===== src/rtl/nanosoc_accel_dma_sched.sv =====
// Schedules the single DMA engine between the accelerator ip (feed) and op (drain) channels.
// Optional `NANOSOC_DMA_SCHED_OP_PRIO_EN gives op fixed priority instead of round-robin.
module nanosoc_accel_dma_sched #(
    parameter int TIMEOUT_W = 16,
    parameter int CNT_W     = 16,
    parameter int HOLDOFF   = 2
) (
    input  logic                 HCLK,
    input  logic                 HRESET,
    input  logic                 sched_en,
    input  logic                 ip_data_req,
    input  logic                 op_data_req,
    input  logic                 dma_active,
    input  logic [1:0]           dma_done,
    input  logic [TIMEOUT_W-1:0] timeout_val,
    input  logic                 err_clr,
    output logic [1:0]           dma_req,
    output logic                 busy,
    output logic                 cur_ch,
    output logic                 err,
    output logic [CNT_W-1:0]     ip_blk_cnt,
    output logic [CNT_W-1:0]     op_blk_cnt
);
    localparam int HW = (HOLDOFF > 1) ? $clog2(HOLDOFF) : 1;
    localparam logic [HW-1:0] HOLD_LOAD = (HOLDOFF > 0) ? HW'(HOLDOFF - 1) : '0;

    typedef enum logic [2:0] {IDLE, REQ, XFER, HOLD, ERR} state_t;

    state_t               state, state_nxt;
    logic                 last, last_nxt;
    logic                 cur_ch_nxt, busy_nxt, err_nxt;
    logic [1:0]           dma_req_nxt;
    logic [TIMEOUT_W-1:0] tcnt, tcnt_nxt, tcnt_inc;
    logic [HW-1:0]        hold_cnt, hold_cnt_nxt;
    logic [CNT_W-1:0]     ip_cnt_nxt, op_cnt_nxt;
    logic                 grant, timeout_hit, done_cur;

`ifdef NANOSOC_DMA_SCHED_OP_PRIO_EN
    assign grant = op_data_req;
`else
    // On a tie the channel not served last wins; a lone requester always wins.
    assign grant = (ip_data_req && op_data_req) ? ~last : op_data_req;
`endif

    assign tcnt_inc    = (&tcnt) ? tcnt : tcnt + TIMEOUT_W'(1);
    assign timeout_hit = (timeout_val != '0) && (tcnt_inc >= timeout_val);
    assign done_cur    = dma_done[cur_ch];

    always_comb begin
        // NOTE: every next value defaults to the current one first, so no path is left unassigned and no latch is inferred.
        state_nxt    = state;
        last_nxt     = last;
        cur_ch_nxt   = cur_ch;
        busy_nxt     = busy;
        err_nxt      = err;
        dma_req_nxt  = dma_req;
        tcnt_nxt     = tcnt;
        hold_cnt_nxt = hold_cnt;
        ip_cnt_nxt   = ip_blk_cnt;
        op_cnt_nxt   = op_blk_cnt;
        case (state)
            IDLE: begin
                if (sched_en && (ip_data_req || op_data_req)) begin
                    state_nxt   = REQ;
                    cur_ch_nxt  = grant;
                    dma_req_nxt = grant ? 2'b10 : 2'b01;
                    busy_nxt    = 1'b1;
                    tcnt_nxt    = '0;
                end
            end
            REQ: begin
                tcnt_nxt = tcnt_inc;
                if (timeout_hit) begin
                    state_nxt   = ERR;
                    dma_req_nxt = 2'b00;
                    err_nxt     = 1'b1;
                end else if (dma_active) begin
                    state_nxt   = XFER;
                    dma_req_nxt = 2'b00;
                end
            end
            XFER: begin
                tcnt_nxt = tcnt_inc;
                // Completion takes precedence over a timeout landing in the same cycle.
                if (done_cur) begin
                    if (cur_ch) op_cnt_nxt = op_blk_cnt + CNT_W'(1);
                    else        ip_cnt_nxt = ip_blk_cnt + CNT_W'(1);
                    last_nxt = cur_ch;
                    if (HOLDOFF == 0) begin
                        state_nxt = IDLE;
                        busy_nxt  = 1'b0;
                    end else begin
                        state_nxt    = HOLD;
                        hold_cnt_nxt = HOLD_LOAD;
                    end
                end else if (timeout_hit) begin
                    state_nxt = ERR;
                    err_nxt   = 1'b1;
                end
            end
            HOLD: begin
                if (hold_cnt == '0) begin
                    state_nxt = IDLE;
                    busy_nxt  = 1'b0;
                end else begin
                    hold_cnt_nxt = hold_cnt - HW'(1);
                end
            end
            ERR: begin
                if (err_clr) begin
                    state_nxt = IDLE;
                    err_nxt   = 1'b0;
                    busy_nxt  = 1'b0;
                end
            end
            default: state_nxt = IDLE;
        endcase
    end

    // NOTE: state registers use non-blocking assignments so every flop samples pre-edge values regardless of statement order.
    always_ff @(posedge HCLK or posedge HRESET) begin
        if (HRESET) begin
            state      <= IDLE;
            last       <= 1'b1;
            cur_ch     <= 1'b0;
            busy       <= 1'b0;
            err        <= 1'b0;
            dma_req    <= 2'b00;
            tcnt       <= '0;
            hold_cnt   <= '0;
            ip_blk_cnt <= '0;
            op_blk_cnt <= '0;
        end else begin
            state      <= state_nxt;
            last       <= last_nxt;
            cur_ch     <= cur_ch_nxt;
            busy       <= busy_nxt;
            err        <= err_nxt;
            dma_req    <= dma_req_nxt;
            tcnt       <= tcnt_nxt;
            hold_cnt   <= hold_cnt_nxt;
            ip_blk_cnt <= ip_cnt_nxt;
            op_blk_cnt <= op_cnt_nxt;
        end
    end
endmodule

===== config.mk =====
export PLATFORM = sky130hd
export DESIGN_NAME = nanosoc_accel_dma_sched
export DESIGN_NICKNAME = d
export VERILOG_FILES = /design/src/rtl/nanosoc_accel_dma_sched.sv
export SDC_FILE = /design/constraint.sdc
export NUM_CORES = 1
export LEC_CHECK = 0
export ABC_AREA = 0
export CAP_MARGIN = 20
export CORE_MARGIN = 10
export CORE_UTILIZATION = 55
export CTS_BUF_LIST = sky130_fd_sc_hd__clkbuf_4 sky130_fd_sc_hd__clkbuf_8
export CTS_CLUSTER_DIAMETER = 120
export DETAILED_ROUTE_END_ITERATION = 10
export PLACE_DENSITY = 0.83
export SLEW_MARGIN = 30
export SYNTH_ARGS = -nofsm -noshare
export SYNTH_HDL_FRONTEND = slang
export SYNTH_SLANG_ARGS = --single-unit

===== constraint.sdc =====
create_clock -name HCLK -period 6.3 [get_ports HCLK]
set_input_delay 0.63 -clock HCLK [delete_from_list [all_inputs] [get_ports HCLK]]
set_output_delay 0.63 -clock HCLK [all_outputs]
set_load 0.1 [all_outputs]

==> summary.txt, run 1 <==
Outcome
  – Outcome: complete, no violations

Yosys
  – Post-synthesis adder-cell area fraction: 0.0663
  – Synthesized area: 3590 um^2
  – Post-Synth XOR/XNOR Area: 0.103
  – Largest family of logic cells by synthesized area: simple AND/OR/NAND/NOR gates
  – Area share of the largest cell type after synthesis: 0.398
  – Mapped Cells: 375
  – Syn Nets: 419
  – Post-synth EDFFs: 0
  – Netlist cell types: 59
  – Synth Area in Simple Gates: 0.228
  – Yosys reg bits: 58
  – Avg Cell Area, Syn: 9.57 um^2
  – Top FF cell, synth: dfrtp_1
  – Post-synthesis mux area share: 0.0216
  – Ys async rst share: 1.00
  – Synth Warn #: 0
  – Synth area leader: dfrtp_1
  – Synth area leaders: dfrtp_1, ha_1, xnor2_1
  – Seq/Total Area, Yosys: 0.405
  – Compound-gate portion of the synthesized area: 0.136

Clock network
  – CTS max path bufs: 2
  – Worst-path clk slew: 0.07 ns
  – CTS Buf Count: 9
  – CTS tree: done
  – Post-CTS Resized: 0
  – Post-CTS Setup Bufs: 0
  – CTS Hold Buffers Added: 0
  – H-tree depth: 3
  – CTS Sinks: 58
  – Clock Latency Late Sink: 0.34 ns
  – Root Driver: clkbuf_8

Floorplanning
  – Die W: 101 um
  – Total core area: 6350 um^2
  – Full die area: 10200 um^2
  – Row cnt: 29
  – I/O pin cnt: 62
  – Starting Density: 0.565
  – Die height: 101 um

Placement
  – Port Buffers: 61
  – DP Area: 4220 um^2
  – Hpwl dp: 6430 um
  – Final RePlAce weighted congestion: 0.948

Final layout
  – Fin area: 4420 um^2
  – Fillers: 509
  – Nets: 477
  – Ant diodes: 0
  – Post-layout util: 0.696
  – Layout cells sized above 1: 0.0913
  – Area delta synth->final: 23.2%

Power
  – Clock power share: 0.199
  – Internal power: 0.000921 W
  – Combinational cell fraction of total power: 0.484
  – Sequential share of power: 0.317
  – Leak: 2.02 nW
  – Sw power: 0.000847 W
  – Worst VDD drop: 0.334 mV
  – Switching Fraction: 0.479
  – PwrDens: 400 nW/um^2

Timing
  – RSZ-0062 raised after global routing: no
  – Final period utilization: 0.572
  – Final setup fails: 0
  – Final count of hold timing violations: 0
  – Tightest Pin Transition: 0.995 ns
  – Setup TNS: 0 ns
  – Max Freq: 278 MHz
  – Slew margin rel.: 0.335
  – Final min period: 3.60 ns
  – Final Max Tran Viols: 0
  – Max Clock Skew: 0.00764 ns

Global route
  – Total gr overflow: 0
  – First-pass GRT wire length: 14700 um
  – All-Layer GR Usage: 0.175
  – Number of antenna violations at the first check in global routing: 0
  – Vias in the first global route: 3137
  – Largest net degree at the start of global routing: 59

Worst hold path
  – Hold Crit Class: flop to flop
  – HP Start: ip_blk_cnt[15]$_DFFE_PP0P_

Drt
  – Via count: 3083
  – Initial drt markers: 200
  – Router iterations before antenna repair: 4
  – Post-DR wirelength/cell: 16.9 um
  – Routed WL: 8700 um
  – DRT antenna net count: 0
  – Vias per std cell: 5.99
  – DRC violations left: 0

Setup path
  – Critical path fanouts, max: 9
  – Crit path DAT: 3.80 ns
  – Worst EP required: 6.49 ns
  – Crit Reg-Reg Startpoint: tcnt[6]$_DFFE_PP0P_
  – Worst setup EP type: flop
  – CP startpoint: tcnt[6]$_DFFE_PP0P_
  – Crit Path Class: flop to flop
  – Startpoint type of the worst setup path: flop

Job
  – Max Cap Violations: 0
[cell usage after synthesis (2+ instances only)]
| cell type | number |
|---|---|
| buf_4 | 2 |
| nor2_1 | 24 |
| o211ai_2 | 2 |
| a21boi_0 | 2 |
| and3_4 | 2 |
| nand2_1 | 39 |
| o31ai_1 | 3 |
| a31oi_1 | 7 |
| o21ai_0 | 13 |
| a22oi_1 | 2 |
| a2111o_1 | 2 |
| mux2_2 | 6 |
| xor2_1 | 15 |
| a22o_1 | 3 |
| nor4_1 | 6 |
| ha_1 | 19 |
| a21oi_1 | 15 |
| nand4_1 | 11 |
| xnor2_1 | 27 |
| nor3_1 | 4 |
| clkbuf_1 | 5 |
| and4_1 | 8 |
| a21o_1 | 2 |
| dfrtp_1 | 57 |
| a41oi_1 | 2 |
| nand2b_1 | 5 |
| a22o_2 | 2 |
| nor4_4 | 2 |
| inv_1 | 17 |
| buf_2 | 7 |
| nand3_1 | 22 |
| and3_1 | 9 |
| and2_1 | 5 |
| a311oi_1 | 2 |
| nor2b_1 | 2 |
[worst paths after layout]
| kind | slack, ns | endpoint | depth (start not counted) |
|---|---|---|---|
| worst max-delay path | 2.70 | state[1]$_DFFE_PP0P_ | 10 |
| worst min-delay path | 0.47 | ip_blk_cnt[15]$_DFFE_PP0P_ | 1 |
| worst max register to register | 2.70 | state[1]$_DFFE_PP0P_ | 10 |
| worst min register to register | 0.47 | ip_blk_cnt[15]$_DFFE_PP0P_ | 1 |
| max in group asynchronous | 4.99 | dma_req[1]$_DFFE_PP0P_ | 3 |
| min in group asynchronous | 0.82 | tcnt[5]$_DFFE_PP0P_ | 3 |
[stage by stage]
stage	power [W]	instances	hold WS, ns	setup slack [ns]
after floorplan	0.00122	375	0.492	3.24
after global placement	0.00140	499	0.457	2.98
after detailed placement	0.00142	499	0.464	2.80
after CTS	0.00177	515	0.475	2.76
after global routing	0.00187	515	0.510	2.41
final	0.00177	515	0.467	2.70
[worst max-delay path, stage by stage, from the launching register on]
cell and delay, ns:
dfrtp_1 0.50, nand3_1 0.27, nor4_4 0.62, nand3_1 0.20
mux2_2 0.32, ha_1 0.32, nand4_1 0.14, nor4_1 0.35
a311oi_1 0.17, a21boi_1 0.39, o21ai_0 0.18
[per-layer routing]
metal,GRT usage,share of wire,up-vias
met5,0,0,-
li1,-,-,1476
met1,0.209,0.42,1513
met3,0.0439,0.064,10
met4,0.0717,0.013,0
met2,0.291,0.50,84
[state kept, by name, summed over array words and instances (netlist names)]
name        cells
cur_ch          1
err             1
busy            1
op_blk_cnt     16
ip_blk_cnt     16
last            1
dma_req         2
state           3
hold_cnt        1
tcnt           16
[power groups by stage]
stage,Combinational [W],Sequential [W],Clock [W]
after floorplan,0.000443,0.000781,0
final,0.000856,0.000560,0.000352
after detailed placement,0.000856,0.000562,0
after global routing,0.000929,0.000574,0.000370
after global placement,0.000840,0.000558,0
after CTS,0.000861,0.000558,0.000355
[placed cells by master (no fill, tap or decap), types with 3 or more instances in the layout]
master           count
clkdlybuf4s50_1     61
dfrtp_1             57
nand2_1             39
xnor2_1             27
nor2_1              24
nand3_1             22
ha_1                19
inv_1               16
xor2_1              15
a21oi_1             15
o21ai_0             13
nand4_1             11
clkbuf_8            10
and3_1               9
and4_1               8
a31oi_1              7
mux2_2               6
nor4_1               6
nand2b_1             5
and2_1               5
nor3_1               4
a22o_1               3
o31ai_1              3
clkinv_2             3
[layout make-up]
type,count,area [um^2],share of cell area
multi-input combinational,285,1990,0.450
tap,77,96.3,0.0218
sequential,58,1450,0.329
clock inverter,5,53.8,0.0122
clock buffer,11,145,0.0328
inverter,17,63.8,0.0144
timing repair buffer,62,618,0.140
[kinds of logic after synthesis]
kind of cell,count (synthesis)
flip-flops,58
XOR/XNOR,42
AO/OA/AOI/OAI,69
multiplexers,7
adder cells (fa/ha/maj),19
buffers and inverters,32
AND/OR/NAND/NOR,148
No activity file was read; power rests on OpenSTA's default activity.
==> run 2: changes to the inputs <==
clock period = 3.6 ns   (was 6.3 ns; I/O delays follow)
==> summary.txt, run 2 (same netlist as run 1, synthesis figures left out) <==
Power
  – Combinational cell fraction of total power: 0.485 (about the same)
  – Sequential share of power: 0.302 (-0.015)
  – Clock power share: 0.212 (+0.013)
  – Leak: 2.05 nW (+1.5%)
  – PwrDens: 716 nW/um^2 (+79%)
  – Sw power: 0.00150 W (+78%)
  – Internal power: 0.00171 W (+85%)
  – Switching Fraction: 0.468 (-0.0106)
  – Worst VDD drop: 0.576 mV (+73%)

Final layout
  – Most frequent cells in the layout: clkdlybuf4s50_1, dfrtp_1, nand2_1
  – Multi-input gate area: 1990 um^2 (unchanged)
  – Nets: 482 (+1.0%)
  – Most common cell after layout, fill and taps aside: clkdlybuf4s50_1
  – Register area: 1450 um^2 (unchanged)
  – Ant diodes: 0 (unchanged)
  – Fillers: 478 (-6.1%)
  – Layout cells sized above 1: 0.102 (+0.0103)
  – Area delta synth->final: 24.9%
  – Largest registers: ip_blk_cnt: 16 flops, op_blk_cnt: 16 flops, tcnt: 16 flops
  – Fin area: 4480 um^2 (+1.4%)

Global route
  – Total gr overflow: 0 (unchanged)
  – First-pass GRT wire length: 14700 um (about the same)
  – All-Layer GR Usage: 0.176 (+0.00162)
  – Largest net degree at the start of global routing: 49 (-17%)
  – Vias in the first global route: 3050 (-2.8%)
  – Number of antenna violations at the first check in global routing: 0 (unchanged)

Clock network
  – Clock Latency Late Sink: 0.34 ns (about the same)
  – CTS Buf Count: 9 (unchanged)
  – Root Driver: clkbuf_8
  – H-tree depth: 3 (unchanged)
  – Post-CTS Setup Bufs: 0 (unchanged)
  – CTS tree: done
  – CTS max path bufs: 2 (unchanged)
  – Post-CTS Resized: 0 (unchanged)
  – Worst-path clk slew: 0.07 ns (about the same)
  – CTS Hold Buffers Added: 0 (unchanged)
  – CTS Sinks: 58 (unchanged)

Timing
  – Slew margin rel.: 0.336 (+0.000990)
  – Tightest Pin Transition: 0.993 ns (-0.00148 ns)
  – Final min period: 3.32 ns (-0.282 ns)
  – Max Freq: 301 MHz (+8.5%)
  – RSZ-0062 raised after global routing: no
  – Setup TNS: 0 ns (unchanged)
  – Max Clock Skew: 0.00783 ns (+0.000195 ns)
  – Final Max Tran Viols: 0 (unchanged)
  – Final setup fails: 0 (unchanged)
  – Final count of hold timing violations: 0 (unchanged)
  – Final period utilization: 0.923 (+0.351)

Floorplanning
  – I/O pin cnt: 62 (unchanged)
  – Die W: 101 um (unchanged)
  – Die height: 101 um (unchanged)
  – Full die area: 10200 um^2 (unchanged)
  – Row cnt: 29 (unchanged)
  – Total core area: 6350 um^2 (unchanged)
  – Starting Density: 0.565 (unchanged)

Job
  – Max Cap Violations: 0 (unchanged)

Placement
  – Hpwl dp: 6680 um (+3.9%)
  – DP Area: 4260 um^2 (+0.89%)
  – Final RePlAce weighted congestion: 0.939 (-0.90%)
  – Port Buffers: 61 (unchanged)

Drt
  – DRC violations left: 0 (unchanged)
  – Router iterations before antenna repair: 4 (unchanged)
  – Vias per std cell: 5.82 (-2.8%)
  – Post-DR wirelength/cell: 16.8 um (-0.77%)
  – DRT antenna net count: 0 (unchanged)
  – Routed WL: 8710 um (+0.20%)
  – Initial drt markers: 154 (-23%)
  – Via count: 3026 (-1.8%)

Setup path
  – Critical path fanouts, max: 10 (+1)
  – Crit path DAT: 3.53 ns (-0.27 ns)
  – Worst setup EP type: flop
  – Crit Path Class: flop to flop
  – Startpoint type of the worst setup path: flop
  – Worst EP required: 3.81 ns (-2.68 ns)

Outcome
  – Outcome: complete, no violations

Worst hold path
  – Hold Crit Class: input port to async pin
==> run 2: changes by cell type in the layout (fill, tap and decap cells not counted), sizes merged <==
| cell | before | now |
|---|---|---|
| buf | 1 | 6 |
| bufinv | 1 | 2 |
| clkinv | 4 | 2 |
| clkinvlp | 0 | 1 |
==> run 2: power groups by stage <==
stage,clock [W],combinational (W),sequential (W)
floorplan,0,0.000776,0.00137
global placement,0,0.00151,0.000969
detailed placement,0,0.00156,0.000977
CTS,0.000693,0.00156,0.000967
global route,0.000718,0.00168,0.000996
finish,0.000682,0.00156,0.000970
==> run 2: path summary, 6_finish.rpt <==
path / cells after the start / from / endpoint / slack (ns)
worst min register to register: 1 / ip_blk_cnt[15]$_DFFE_PP0P_ / ip_blk_cnt[15]$_DFFE_PP0P_ / 0.47
worst max-delay path: 12 / tcnt[6]$_DFFE_PP0P_ / state[1]$_DFFE_PP0P_ / 0.28
min in group HCLK: 1 / ip_blk_cnt[15]$_DFFE_PP0P_ / ip_blk_cnt[15]$_DFFE_PP0P_ / 0.47
max in group asynchronous: 3 / HRESET / tcnt[1]$_DFFE_PP0P_ / 2.48
worst min-delay path: 2 / HRESET / tcnt[11]$_DFFE_PP0P_ / 0.25
worst max register to register: 12 / tcnt[6]$_DFFE_PP0P_ / state[1]$_DFFE_PP0P_ / 0.28
==> run 2: cell type report <==
cell class / count / area share
Clock buffer: 11 / 0.0324
Sequential cell: 58 / 0.324
Clock inverter: 5 / 0.0173
Multi-Input combinational cell: 285 / 0.444
Inverter: 17 / 0.0142
Tap cell: 77 / 0.0215
Timing Repair Buffer: 67 / 0.146
==> run 2: critical path, cell delays in order (launching register included) <==
cell      delay, ns
dfrtp_1        0.50
nand3_1        0.24
nor4_4         0.42
buf_4          0.22
a21oi_4        0.10
and3_4         0.22
xor2_1         0.14
ha_1           0.31
nand2_1        0.07
nor4_1         0.28
a311oi_1       0.17
a21boi_1       0.38
o21ai_0        0.15
==> run 2: through the flow <==
step | hold slack [ns] | worst slack, ns | utilization | power, W | std cells
5_1_grt | 0.269 | 0.0214 | 0.706 | 0.00340 | 520
3_3_place_gp | 0.457 | 0.391 | 0.671 | 0.00248 | 504
4_1_cts | 0.250 | 0.290 | 0.706 | 0.00322 | 520
6_report | 0.249 | 0.279 | 0.706 | 0.00321 | 520
2_1_floorplan | 0.456 | 0.543 | - | 0.00214 | 375
3_5_place_dp | 0.466 | 0.321 | 0.671 | 0.00253 | 504
==> run 2: metal layers <==
layer	wire, um	track usage
met4	142	0.0652
met5	0	0
met2	4370	0.291
met3	561	0.0521
met1	3640	0.212
==> run 3: changes to the inputs <==
CTS_CLUSTER_SIZE = 8   (was unset)
==> results of run 3 <==
Final layout, timing and power as in run 2 (identical DEF).
